File: config.mk
export PLATFORM = sky130hd
export DESIGN_NAME = fft_output_streamer
export DESIGN_NICKNAME = d
export VERILOG_FILES = /design/src/rtl/fft_output_streamer.sv
export SDC_FILE = /design/constraint.sdc
export NUM_CORES = 1
export LEC_CHECK = 0
export CORE_ASPECT_RATIO = 2
export CORE_MARGIN = 4
export CORE_UTILIZATION = 50
export DETAILED_ROUTE_END_ITERATION = 7
export GPL_ROUTABILITY_DRIVEN = 0
export PLACE_DENSITY = 0.76
export SLEW_MARGIN = 20
export SYNTH_ARGS = -nofsm -noshare
export SYNTH_HDL_FRONTEND = slang
export SYNTH_SLANG_ARGS = --single-unit
File: constraint.sdc
create_clock -name clk -period 20.5 [get_ports clk]
set_input_delay 2.05 -clock clk [delete_from_list [all_inputs] [get_ports clk]]
set_output_delay 2.05 -clock clk [all_outputs]
set_load 0.1 [all_outputs]
File: src/rtl/fft_output_streamer.sv
// fft_output_streamer: captures a 16-bin complex FFT frame and streams it bin by bin over valid/ready (digit-reversed order under FFT_DIGIT_REVERSE_EN)
module fft_output_streamer #(
  parameter int WIDTH = 16
) (
  input  logic                    clk,
  input  logic                    rst,
  input  logic [WIDTH*16-1:0]     frame_real,
  input  logic [WIDTH*16-1:0]     frame_imag,
  input  logic                    frame_valid,
  output logic                    frame_ready,
  output logic signed [WIDTH-1:0] out_real,
  output logic signed [WIDTH-1:0] out_imag,
  output logic                    out_valid,
  input  logic                    out_ready,
  output logic [3:0]              out_index,
  output logic                    out_last,
  output logic                    overrun
);
  typedef enum logic {IDLE, STREAM} state_t;
  state_t r_state, w_state_nxt;
  logic [3:0] r_cnt, w_cnt_nxt, w_addr;
  logic [WIDTH-1:0] r_re [16];
  logic [WIDTH-1:0] r_im [16];
  logic w_hs, w_cap;
`ifdef FFT_DIGIT_REVERSE_EN
  assign w_addr = {r_cnt[1:0], r_cnt[3:2]};
`else
  assign w_addr = r_cnt;
`endif
  assign out_valid   = r_state == STREAM;
  assign frame_ready = r_state == IDLE || (r_cnt == 4'd15 && out_ready);
  assign w_hs        = out_valid && out_ready;
  assign w_cap       = frame_valid && frame_ready;
  assign overrun     = frame_valid && !frame_ready;
  assign out_index   = out_valid ? r_cnt : 4'd0;
  assign out_last    = out_valid && r_cnt == 4'd15;
  assign out_real    = out_valid ? r_re[w_addr] : '0;
  assign out_imag    = out_valid ? r_im[w_addr] : '0;
  always_comb begin
    w_state_nxt = r_state;
    w_cnt_nxt   = r_cnt;
    if (w_cap) begin
      w_state_nxt = STREAM;
      w_cnt_nxt   = 4'd0;
    end else if (w_hs) begin
      w_cnt_nxt   = r_cnt + 4'd1;
      w_state_nxt = r_cnt == 4'd15 ? IDLE : STREAM;
    end
  end
  always_ff @(posedge clk or posedge rst) begin
    if (rst) begin
      r_state <= IDLE;
      r_cnt   <= 4'd0;
    end else begin
      r_state <= w_state_nxt;
      r_cnt   <= w_cnt_nxt;
    end
  end
  always_ff @(posedge clk or posedge rst) begin
    if (rst) begin
      for (int i = 0; i < 16; i++) begin
        r_re[i] <= '0;
        r_im[i] <= '0;
      end
    end else if (w_cap) begin
      for (int i = 0; i < 16; i++) begin
        r_re[i] <= frame_real[i*WIDTH +: WIDTH];
        r_im[i] <= frame_imag[i*WIDTH +: WIDTH];
      end
    end
  end
endmodule

==> results of run 1 <==
layer usage:
metal,global-route usage,up-vias
met5,0,-
met4,0.1356,6
met3,0.05991,149
met2,0.4571,554
met1,0.3317,8104
li1,-,7039
metrics by stage:
| stage | setup slack (ns) | instance area (um2) | util | power (mW) | hold WS [ns] |
|---|---|---|---|---|---|
| floorplan | 4.008 | 23550 | - | 3.316 | 0.4524 |
| global placement | 14.18 | 29370 | 0.6294 | 3.911 | 0.4621 |
| detailed placement | 14.18 | 29390 | 0.6299 | 3.996 | 0.4740 |
| CTS | 13.56 | 30880 | 0.6618 | 4.879 | 0.4887 |
| global route | 13.44 | 31000 | 0.6643 | 5.095 | 0.4961 |
| finish | 13.51 | 31000 | 0.6644 | 4.851 | 0.4842 |
cell usage in the layout (no fill, tap or decap), types with 8 or more instances in the layout:
cell type        Yosys  layout
nand2_1             38      38
a221oi_1            13      13
nand3_1             24      24
buf_4               19      15
a22oi_1            102     102
dfrtp_1            517     516
clkbuf_1            27      11
mux2i_1            231     231
diode_2              0      36
clkdlybuf4s50_1      0     555
clkbuf_16            0      47
mux4_2              13      13
clkbuf_8             0       8
mux2_2             212     212
mux2_1             300     300
o21ai_0             41      41
state kept, by name (all words and copies together) (netlist names):
name       count
out_valid      1
r_cnt          4
r_im         256
r_re         256
power by group through the flow:
stage | sequential, mW | combinational (mW) | clock, mW
after floorplan | 1.70 | 1.61 | 0
after global placement | 1.78 | 2.13 | 0
after detailed placement | 1.82 | 2.18 | 0
after CTS | 1.80 | 2.19 | 0.891
after global routing | 1.86 | 2.31 | 0.926
final | 1.81 | 2.17 | 0.870
how the worst max path moves through the flow:
| stage | to | slack [ns] | cells past startpoint |
|---|---|---|---|
| 2_1_floorplan | out_valid | 4.01 | 1 |
| 3_3_place_gp | out_real[7] | 14.18 | 5 |
| 3_5_place_dp | out_real[7] | 14.18 | 5 |
| 4_1_cts | out_real[7] | 13.56 | 5 |
| 5_1_grt | out_real[7] | 13.44 | 6 |
| 6_report | out_real[7] | 13.51 | 6 |
logic make-up (layout without fill, tap and decap cells):
| logic type | count (synthesis) | in the layout | share of synthesized area |
|---|---|---|---|
| simple gates | 79 | 79 | 0.01530 |
| fa+ha+maj | 1 | 1 | 0.0005312 |
| flops | 517 | 517 | 0.5493 |
| compound gates | 157 | 157 | 0.04627 |
| mux | 756 | 756 | 0.3554 |
| xor+xnor | 2 | 2 | 0.0007439 |
| other cells | 0 | 36 | 0 |
| buf+inv | 123 | 661 | 0.03246 |
critical path: cells and delay by family, from the launching register on:
| kind | cells | cell delay [ns] |
|---|---|---|
| compound gates | 2 | 0.69 |
| buf+inv | 3 | 1.93 |
| mux | 1 | 0.59 |
| flops | 1 | 1.05 |
final cells by class:
| class | count | area share |
|---|---|---|
| Inverter | 4 | 0.0007264 |
| Multi-Input combinational cell | 995 | 0.3189 |
| Timing Repair Buffer | 576 | 0.1866 |
| Tap cell | 627 | 0.02530 |
| Clock inverter | 15 | 0.005287 |
| Sequential cell | 517 | 0.4174 |
| Clock buffer | 66 | 0.04282 |
| Antenna cell | 36 | 0.002906 |
==> impl_metrics.tcl, run 1 <==
set metrics [dict create \
    status "finished clean" \
    ctsLongestPathBuffers 3 \
    drtPass1Iterations 7 \
    via_per_inst 5.590 \
    post_drt_wl_per_cell_um 25.03 \
    vias 15850 \
    worst_pin_slew_ns 1.148 \
    cp_slowest_cell "dfrtp_4" \
    drt_iter0_drc 824 \
    hpwl_um 51060 \
    fp.dieW_um 161.5 \
    p_switching_mw 1.988 \
    slew_headroom 0.2345 \
    internal_power_mw 2.863 \
    synth_edf_count 0 \
    track_usage 0.2723 \
    cts.sinks 517 \
    endpoint_kind "output port" \
    layout.nets 2657 \
    yosys_warnings 0 \
    clkLatencyLatePin_ns 0.57 \
    dieArea_mm2 0.05085 \
    reg2regPathDepth 6 \
    worstSetupPathType "reg -> out" \
    post-route-min-period_ns 6.993 \
    die_y_um 314.9 \
    cts_hold_buf 0 \
    max_stage_delay_ns 1.05 \
    fin_skew_ns 0.02648 \
    rsz0062_at_grt "no" \
    io-pin-count 556 \
    cts-root-buf "clkbuf_16" \
    overflow 0 \
    crit_chain "buf_12 > buf_16 > mux4_2 > o21ai_0 > o21ai_0 > clkdlybuf4s50_1" \
    pwr-share-comb 0.448 \
    finalHoldViolCount 0 \
    final-max-slew-violation-count 0 \
    setup_viol 0 \
    seqPwrFrac 0.372 \
    critPathMostFrequentCell "o21ai_0" \
    vdd_ir_drop_max_uv 125.3 \
    htreeDepth 2 \
    synth_top_area_cell "dfrtp_1" \
    multi_input_area_mm2 0.009888 \
    drv_cap 0 \
    drive_gt1_frac 0.1491 \
    period_share 0.3411 \
    path_clk_slew_ns 0.06 \
    min_path_cells 1 \
    syn_nets 2152 \
    syn_area_mm2 0.02355 \
    switching_share 0.4098 \
    synthToLayoutAreaGrowth_pct 31.64 \
    startpoint "r_cnt[0]" \
    synth-async-reset-ratio 1.000 \
    portBuffers 555 \
    synth_area_leaders "dfrtp_1 (55%), mux2_1 (14%), mux2_2 (10%), mux2i_1 (9.8%), a22oi_1 (3.3%)" \
    grt_start_max_net_pins 193 \
    post_cts_resized 0 \
    setup_tns_ns 0 \
    ys_ff_latch 517 \
    tritoncts "yes" \
    grt_pass1_vias 17290 \
    synth_cell_types 28 \
    routed_wl_um 70990 \
    final_antenna_net_count 0 \
    synth.avg_cell_area_um2 14.41 \
    synth_common_cells "dfrtp_1 (517), mux2_1 (300), mux2i_1 (231), mux2_2 (212), a22oi_1 (102)" \
    p_leak_nw 13.33 \
    ys.flop_type "dfrtp_1" \
    wl_met1_um 27410 \
    powerDensity_mw_per_mm2 156.4 \
    worstPathArrival_ns 4.94 \
    min_to "r_im[48]" \
    cts_setup_buffers 0 \
    synth_cells 1635 \
    p_clk_frac 0.179 \
    synth_top_area_frac 0.5493 \
    hold_start "r_im[48]" \
    fillCellCount 3523 \
    num_rows 112 \
    seqCellArea_mm2 0.01294 \
    grt_pass1_wl_um 105400 \
    worstReg2RegEnd "r_re[11]" \
    clock.fmax_mhz 143.0 \
    instances_no_fill 2836 \
    r2r_slack_ns 16.47 \
    core-area_mm2 0.04666 \
    post-route-drc-count 0 \
    path_max_fanout 108 \
    hold_path_class "reg -> reg" \
    crit_required_ns 18.45 \
    initial_core_util 0.5047 \
    cts_inserted_buffers 46 \
    wl_met2_um 35660 \
    crit_path_start_kind "flip-flop" \
    r2r-start "r_cnt[0]" \
    dp.cells 2718 \
    antenna_found_initial 37 \
    ys_seq_area_frac 0.5493 \
    highest_layer "met5" \
    synth_most_common_cell "dfrtp_1" \
    met3_length_um 4526 \
]
Note: power is estimated with default switching activity, not from simulation.
==> inputs of run 2 (changes only) <==
==> constraint.sdc (replaced) <==
create_clock -name clk -period 7.05 [get_ports clk]
set_input_delay 0.705 -clock clk [delete_from_list [all_inputs] [get_ports clk]]
set_output_delay 0.705 -clock clk [all_outputs]
set_load 0.1 [all_outputs]
==> run 2 against run 1 <==
Cell area is 0.18% higher. Clock power grew to 2.9 times the previous value. Die area stayed put. Largest power group unchanged.
==> impl_metrics.tcl, run 2 (synthesis gave the netlist of run 1 again) <==
set metrics [dict create \
    clock.fmax_mhz 193.5 \
    cts_setup_buffers 0 \
    die_y_um 314.9 \
    dp.cells 2715 \
    drive_gt1_frac 0.1491 \
    crit_buf_inv 3 \
    period_share 0.7330 \
    drt_iter0_drc 1062 \
    vdd_ir_drop_max_uv 652.9 \
    worstPathArrival_ns 4.46 \
    switching_share 0.4115 \
    status "finished clean" \
    utilization 0.6656 \
    routed_wl_um 71600 \
    powerDensity_mw_per_mm2 455.5 \
    post-route-min-period_ns 5.167 \
    final_antenna_net_count 0 \
    p_leak_nw 13.35 \
    via_per_inst 5.593 \
    hpwl_um 52300 \
    htreeDepth 2 \
    worst_pin_slew_ns 1.112 \
    fillCellCount 3467 \
    synthToLayoutAreaGrowth_pct 31.87 \
    instances_no_fill 2840 \
    post_cts_resized 0 \
    overflow 0 \
    initial_core_util 0.5047 \
    setup_viol 0 \
    grt_pass1_vias 17380 \
    dieArea_mm2 0.05085 \
    drv_cap 0 \
    tritoncts "yes" \
    p_switching_mw 5.822 \
    seqPwrFrac 0.367 \
    clkLatencyLatePin_ns 0.56 \
    internal_power_mw 8.327 \
    track_usage 0.2742 \
    crit_family "buffers and inverters" \
    finalHoldViolCount 0 \
    core-area_mm2 0.04666 \
    crit_required_ns 6.34 \
    post-route-drc-count 0 \
    p_clk_frac 0.180 \
    layout_common_cells "clkdlybuf4s50_1 (555), dfrtp_1 (516), mux2_1 (300)" \
    path_clk_slew_ns 0.07 \
    fp.dieW_um 161.5 \
    pwr-share-comb 0.452 \
    worstSetupPathType "reg -> out" \
    grt_start_max_net_pins 198 \
    stdcell_area_mm2 0.03106 \
    place_area_mm2 0.02940 \
    layout.nets 2654 \
    reg_top3 "r_im: 256 flops, r_re: 256 flops, r_cnt: 4 flops" \
    cts_inserted_buffers 46 \
    finalHoldWorstSlack_ns 0.4842 \
    ctsLongestPathBuffers 3 \
    slew_headroom 0.2561 \
    antenna_found_initial 42 \
    num_rows 112 \
    cts.sinks 517 \
    cts_hold_buf 0 \
    portBuffers 555 \
    hold_path_class "reg -> reg" \
    io-pin-count 556 \
    p_total_mw 14.15 \
    vias 15880 \
    path_max_fanout 35 \
    mostFrequentLayoutCell "clkdlybuf4s50_1" \
    post_drt_wl_per_cell_um 25.21 \
    rsz0062_at_grt "no" \
    final-max-slew-violation-count 0 \
    cp_slowest_cell "clkdlybuf4s50_1" \
    crit_path_start_kind "flip-flop" \
    grt_pass1_wl_um 106200 \
    max_stage_delay_ns 1.00 \
    endpoint_kind "output port" \
    fin_skew_ns 0.01076 \
    drtPass1Iterations 5 \
    cts-root-buf "clkbuf_16" \
    crit_chain "buf_4 > nor2b_4 > buf_4 > a221oi_1 > o21ai_0 > o21ai_0 > clkdlybuf4s50_1" \
]
[run 2: cell types whose count changed in the layout (fill, tap and decap cells not counted), moves of 2 or more]
cell / change
buf_12: +3
buf_4: -6
bufinv_16: -2
clkbuf_16: +2
clkbuf_8: +4
diode_2: +4
[run 2: area by class of cell]
class                      instances  area, um2  share of cell area
antenna                           40      100.1            0.003223
clock buffer                      72       1433             0.04612
sequential                       517      12940              0.4167
inverter                           4      18.77           0.0006043
timing repair buffer             573       5802              0.1868
clock inverter                    12      92.59            0.002981
multi-input combinational        995       9888              0.3184
tap                              627      784.5             0.02526
[run 2: layer usage]
metal / up-vias / track usage / wire length, um
met1: 8086 / 0.3521 / 28730
met4: 4 / 0.1440 / 3272
met5: - / 0 / 27
met3: 142 / 0.05677 / 4715
li1: 7046 / - / -
met2: 605 / 0.4392 / 34850
[run 2: power by group through the flow]
stage | clock, mW | sequential, mW | combinational [mW]
floorplan | 0 | 4.96 | 4.69
global placement | 0 | 5.14 | 6.30
detailed placement | 0 | 5.24 | 6.40
CTS | 2.61 | 5.19 | 6.42
global route | 2.71 | 5.36 | 6.79
finish | 2.55 | 5.20 | 6.40
[run 2: per-stage QoR]
step	setup TNS (ns)	worst slack [ns]
after floorplan	-350.15	-0.6773
after CTS	0	1.858
after detailed placement	0	2.449
after global routing	0	1.724
after global placement	0	2.544
final	0	1.883
[run 2: worst paths after layout]
kind / from / end / slack, ns / depth (start not counted)
worst min register to register: r_re[218] / r_re[218] / 0.48 / 1
min in group asynchronous: rst / r_im[209] / 0.69 / 2
max in group asynchronous: rst / r_im[7] / 4.91 / 4
worst max-delay path: r_cnt[2] / out_imag[9] / 1.88 / 7
worst max register to register: r_cnt[0] / r_im[192] / 3.57 / 5
worst min-delay path: r_re[218] / r_re[218] / 0.48 / 1
[run 2: worst register-to-register path: stages (launching register included)]
cell and delay (ns):
dfrtp_4 0.70, ha_1 0.28, nand4_1 0.20, a21oi_4 0.77, buf_4 0.91, mux2_2 0.51
==> inputs of run 3 (changes only) <==
==> constraint.sdc (replaced) <==
create_clock -name clk -period 4.9 [get_ports clk]
set_input_delay 0.49 -clock clk [delete_from_list [all_inputs] [get_ports clk]]
set_output_delay 0.49 -clock clk [all_outputs]
set_load 0.1 [all_outputs]
==> run 3 against run 2 <==
Sequential power rose by 45%. Clock power grew 43%. Combinational power is 41% higher. Critical path type unchanged. Largest cell class unchanged. Highest routed layer unchanged.
==> impl_metrics.tcl, run 3 (synthesis gave the netlist of run 1 again) <==
set metrics [dict create \
    critPathMostFrequentCell "buf_4" \
    core-area_mm2 0.04666 \
    slew_headroom 0.3262 \
    via_per_inst 5.570 \
    setup_viol 0 \
    drv_cap 0 \
    antenna_found_initial 45 \
    hpwl_um 52270 \
    portBuffers 555 \
    drtPass1Iterations 5 \
    path_max_fanout 53 \
    grt_pass1_vias 17480 \
    post_cts_resized 0 \
    drt_iter0_drc 967 \
    setup_tns_ns 0 \
    p_total_mw 20.23 \
    final_antenna_net_count 0 \
    worstPathArrival_ns 3.57 \
    crit_chain "buf_12 > buf_4 > mux2i_1 > a22oi_1 > nand2_1 > o21ai_0 > buf_4" \
    dieArea_mm2 0.05085 \
    worst_pin_slew_ns 1.011 \
    initial_core_util 0.5047 \
    track_usage 0.2776 \
    routed_wl_um 72180 \
    tritoncts "yes" \
    cts-root-buf "clkbuf_16" \
    num_rows 112 \
    status "finished clean" \
    powerDensity_mw_per_mm2 650.4 \
    endpoint_kind "output port" \
    max_stage_delay_ns 1.02 \
    vdd_ir_drop_max_uv 1333 \
    cp.depth 7 \
    clock.fmax_mhz 246.0 \
    crit_path_start_kind "flip-flop" \
    layout_common_cells "clkdlybuf4s50_1 (522), dfrtp_1 (516), mux2_1 (300)" \
    hold_path_class "in -> async" \
    final-max-slew-violation-count 0 \
    ctsLongestPathBuffers 3 \
    fp.dieW_um 161.5 \
    startpoint "r_cnt[0]" \
    grt_start_max_net_pins 154 \
    crit_required_ns 4.41 \
    post-place-ws_ns 1.512 \
    worstSetupPathType "reg -> out" \
    clkLatencyLatePin_ns 0.59 \
    cts_inserted_buffers 47 \
    reg2regPathDepth 5 \
    path_clk_slew_ns 0.06 \
    post_drt_wl_per_cell_um 25.27 \
    p_leak_nw 13.46 \
    fin_skew_ns 0.01540 \
    cts_hold_buf 0 \
    rsz0062_at_grt "no" \
    finalHoldViolCount 0 \
    die_y_um 314.9 \
    cts.sinks 517 \
    crit_buf_inv 3 \
    crit_family "buffers and inverters" \
    cp_slowest_cell "dfrtp_4" \
    post-route-min-period_ns 4.064 \
    fin_ws_ns 0.8355 \
    drive_gt1_frac 0.1696 \
    overflow 0 \
    vias 15910 \
    reg_top3 "r_im: 256 flops, r_re: 256 flops, r_cnt: 4 flops" \
    cts_setup_buffers 0 \
    htreeDepth 2 \
    r2r-start "r_cnt[0]" \
    grt_pass1_wl_um 106800 \
    post-route-drc-count 0 \
    layout.nets 2668 \
    io-pin-count 556 \
    mostFrequentLayoutCell "clkdlybuf4s50_1" \
    period_share 0.8295 \
    synthToLayoutAreaGrowth_pct 32.08 \
]
==> run 3: cell types whose count changed in the layout (fill, tap and decap cells not counted), sizes merged <==
cell,change
buf,+46
clkbuf,-2
clkdlybuf4s50,-33
clkinv,+1
clkinvlp,-3
diode,+2
inv,+5
==> run 3: final cells by class <==
| cell class | count | area, um2 |
|---|---|---|
| Antenna cell | 42 | 105.1 |
| Clock buffer | 70 | 1383 |
| Clock inverter | 15 | 118.9 |
| Fill cell | 3492 | 15560 |
| Inverter | 4 | 18.77 |
| Multi-Input combinational cell | 995 | 9888 |
| Sequential cell | 517 | 12940 |
| Tap cell | 627 | 784.5 |
| Timing Repair Buffer | 586 | 5868 |
==> run 3: metal layers <==
layer	up-vias	share of wire	wire length [um]	track usage
li1	7102	-	-	-
met1	8070	0.39	27830	0.3358
met2	560	0.50	35800	0.4602
met4	8	0.054	3870	0.1529
met5	-	0.00093	67	0
met3	167	0.064	4604	0.06226
==> run 3: final timing paths <==
path / endpoint / slack [ns]
worst max-delay path: out_real[10] / 0.84
worst min-delay path: r_re[144] / 0.35
worst max register to register: r_re[141] / 1.54
worst min register to register: r_re[218] / 0.48
max in group asynchronous: r_im[7] / 3.34
min in group clk: r_re[218] / 0.48
==> run 3: worst reg2reg max path: stages, from the launching register on <==
cell     delay, ns
dfrtp_4       1.02
ha_1          0.36
nand4_1       0.19
a21oi_4       0.49
buf_12        0.56
mux2_1        0.62
==> run 3: power by group <==
group | internal (mW) | switching (mW) | total (mW) | leakage [nW]
Combinational | 3.48 | 5.55 | 9.03 | 6.41
Sequential | 6.36 | 1.20 | 7.56 | 6.30
Clock | 2.01 | 1.63 | 3.65 | 0.751
Total | 11.8 | 8.39 | 20.2 | 13.5
==> run 3: through the flow <==
| stage | instances | instance area [um2] | util | hold slack, ns |
|---|---|---|---|---|
| after global routing | 2851 | 31090 | 0.6663 | 0.3723 |
| final | 2856 | 31110 | 0.6666 | 0.3456 |
| after CTS | 2814 | 31000 | 0.6644 | 0.3173 |
| after floorplan | 1635 | 23560 | - | 0.4524 |
| after detailed placement | 2729 | 29500 | 0.6322 | 0.4739 |
| after global placement | 2729 | 29500 | 0.6322 | 0.4644 |
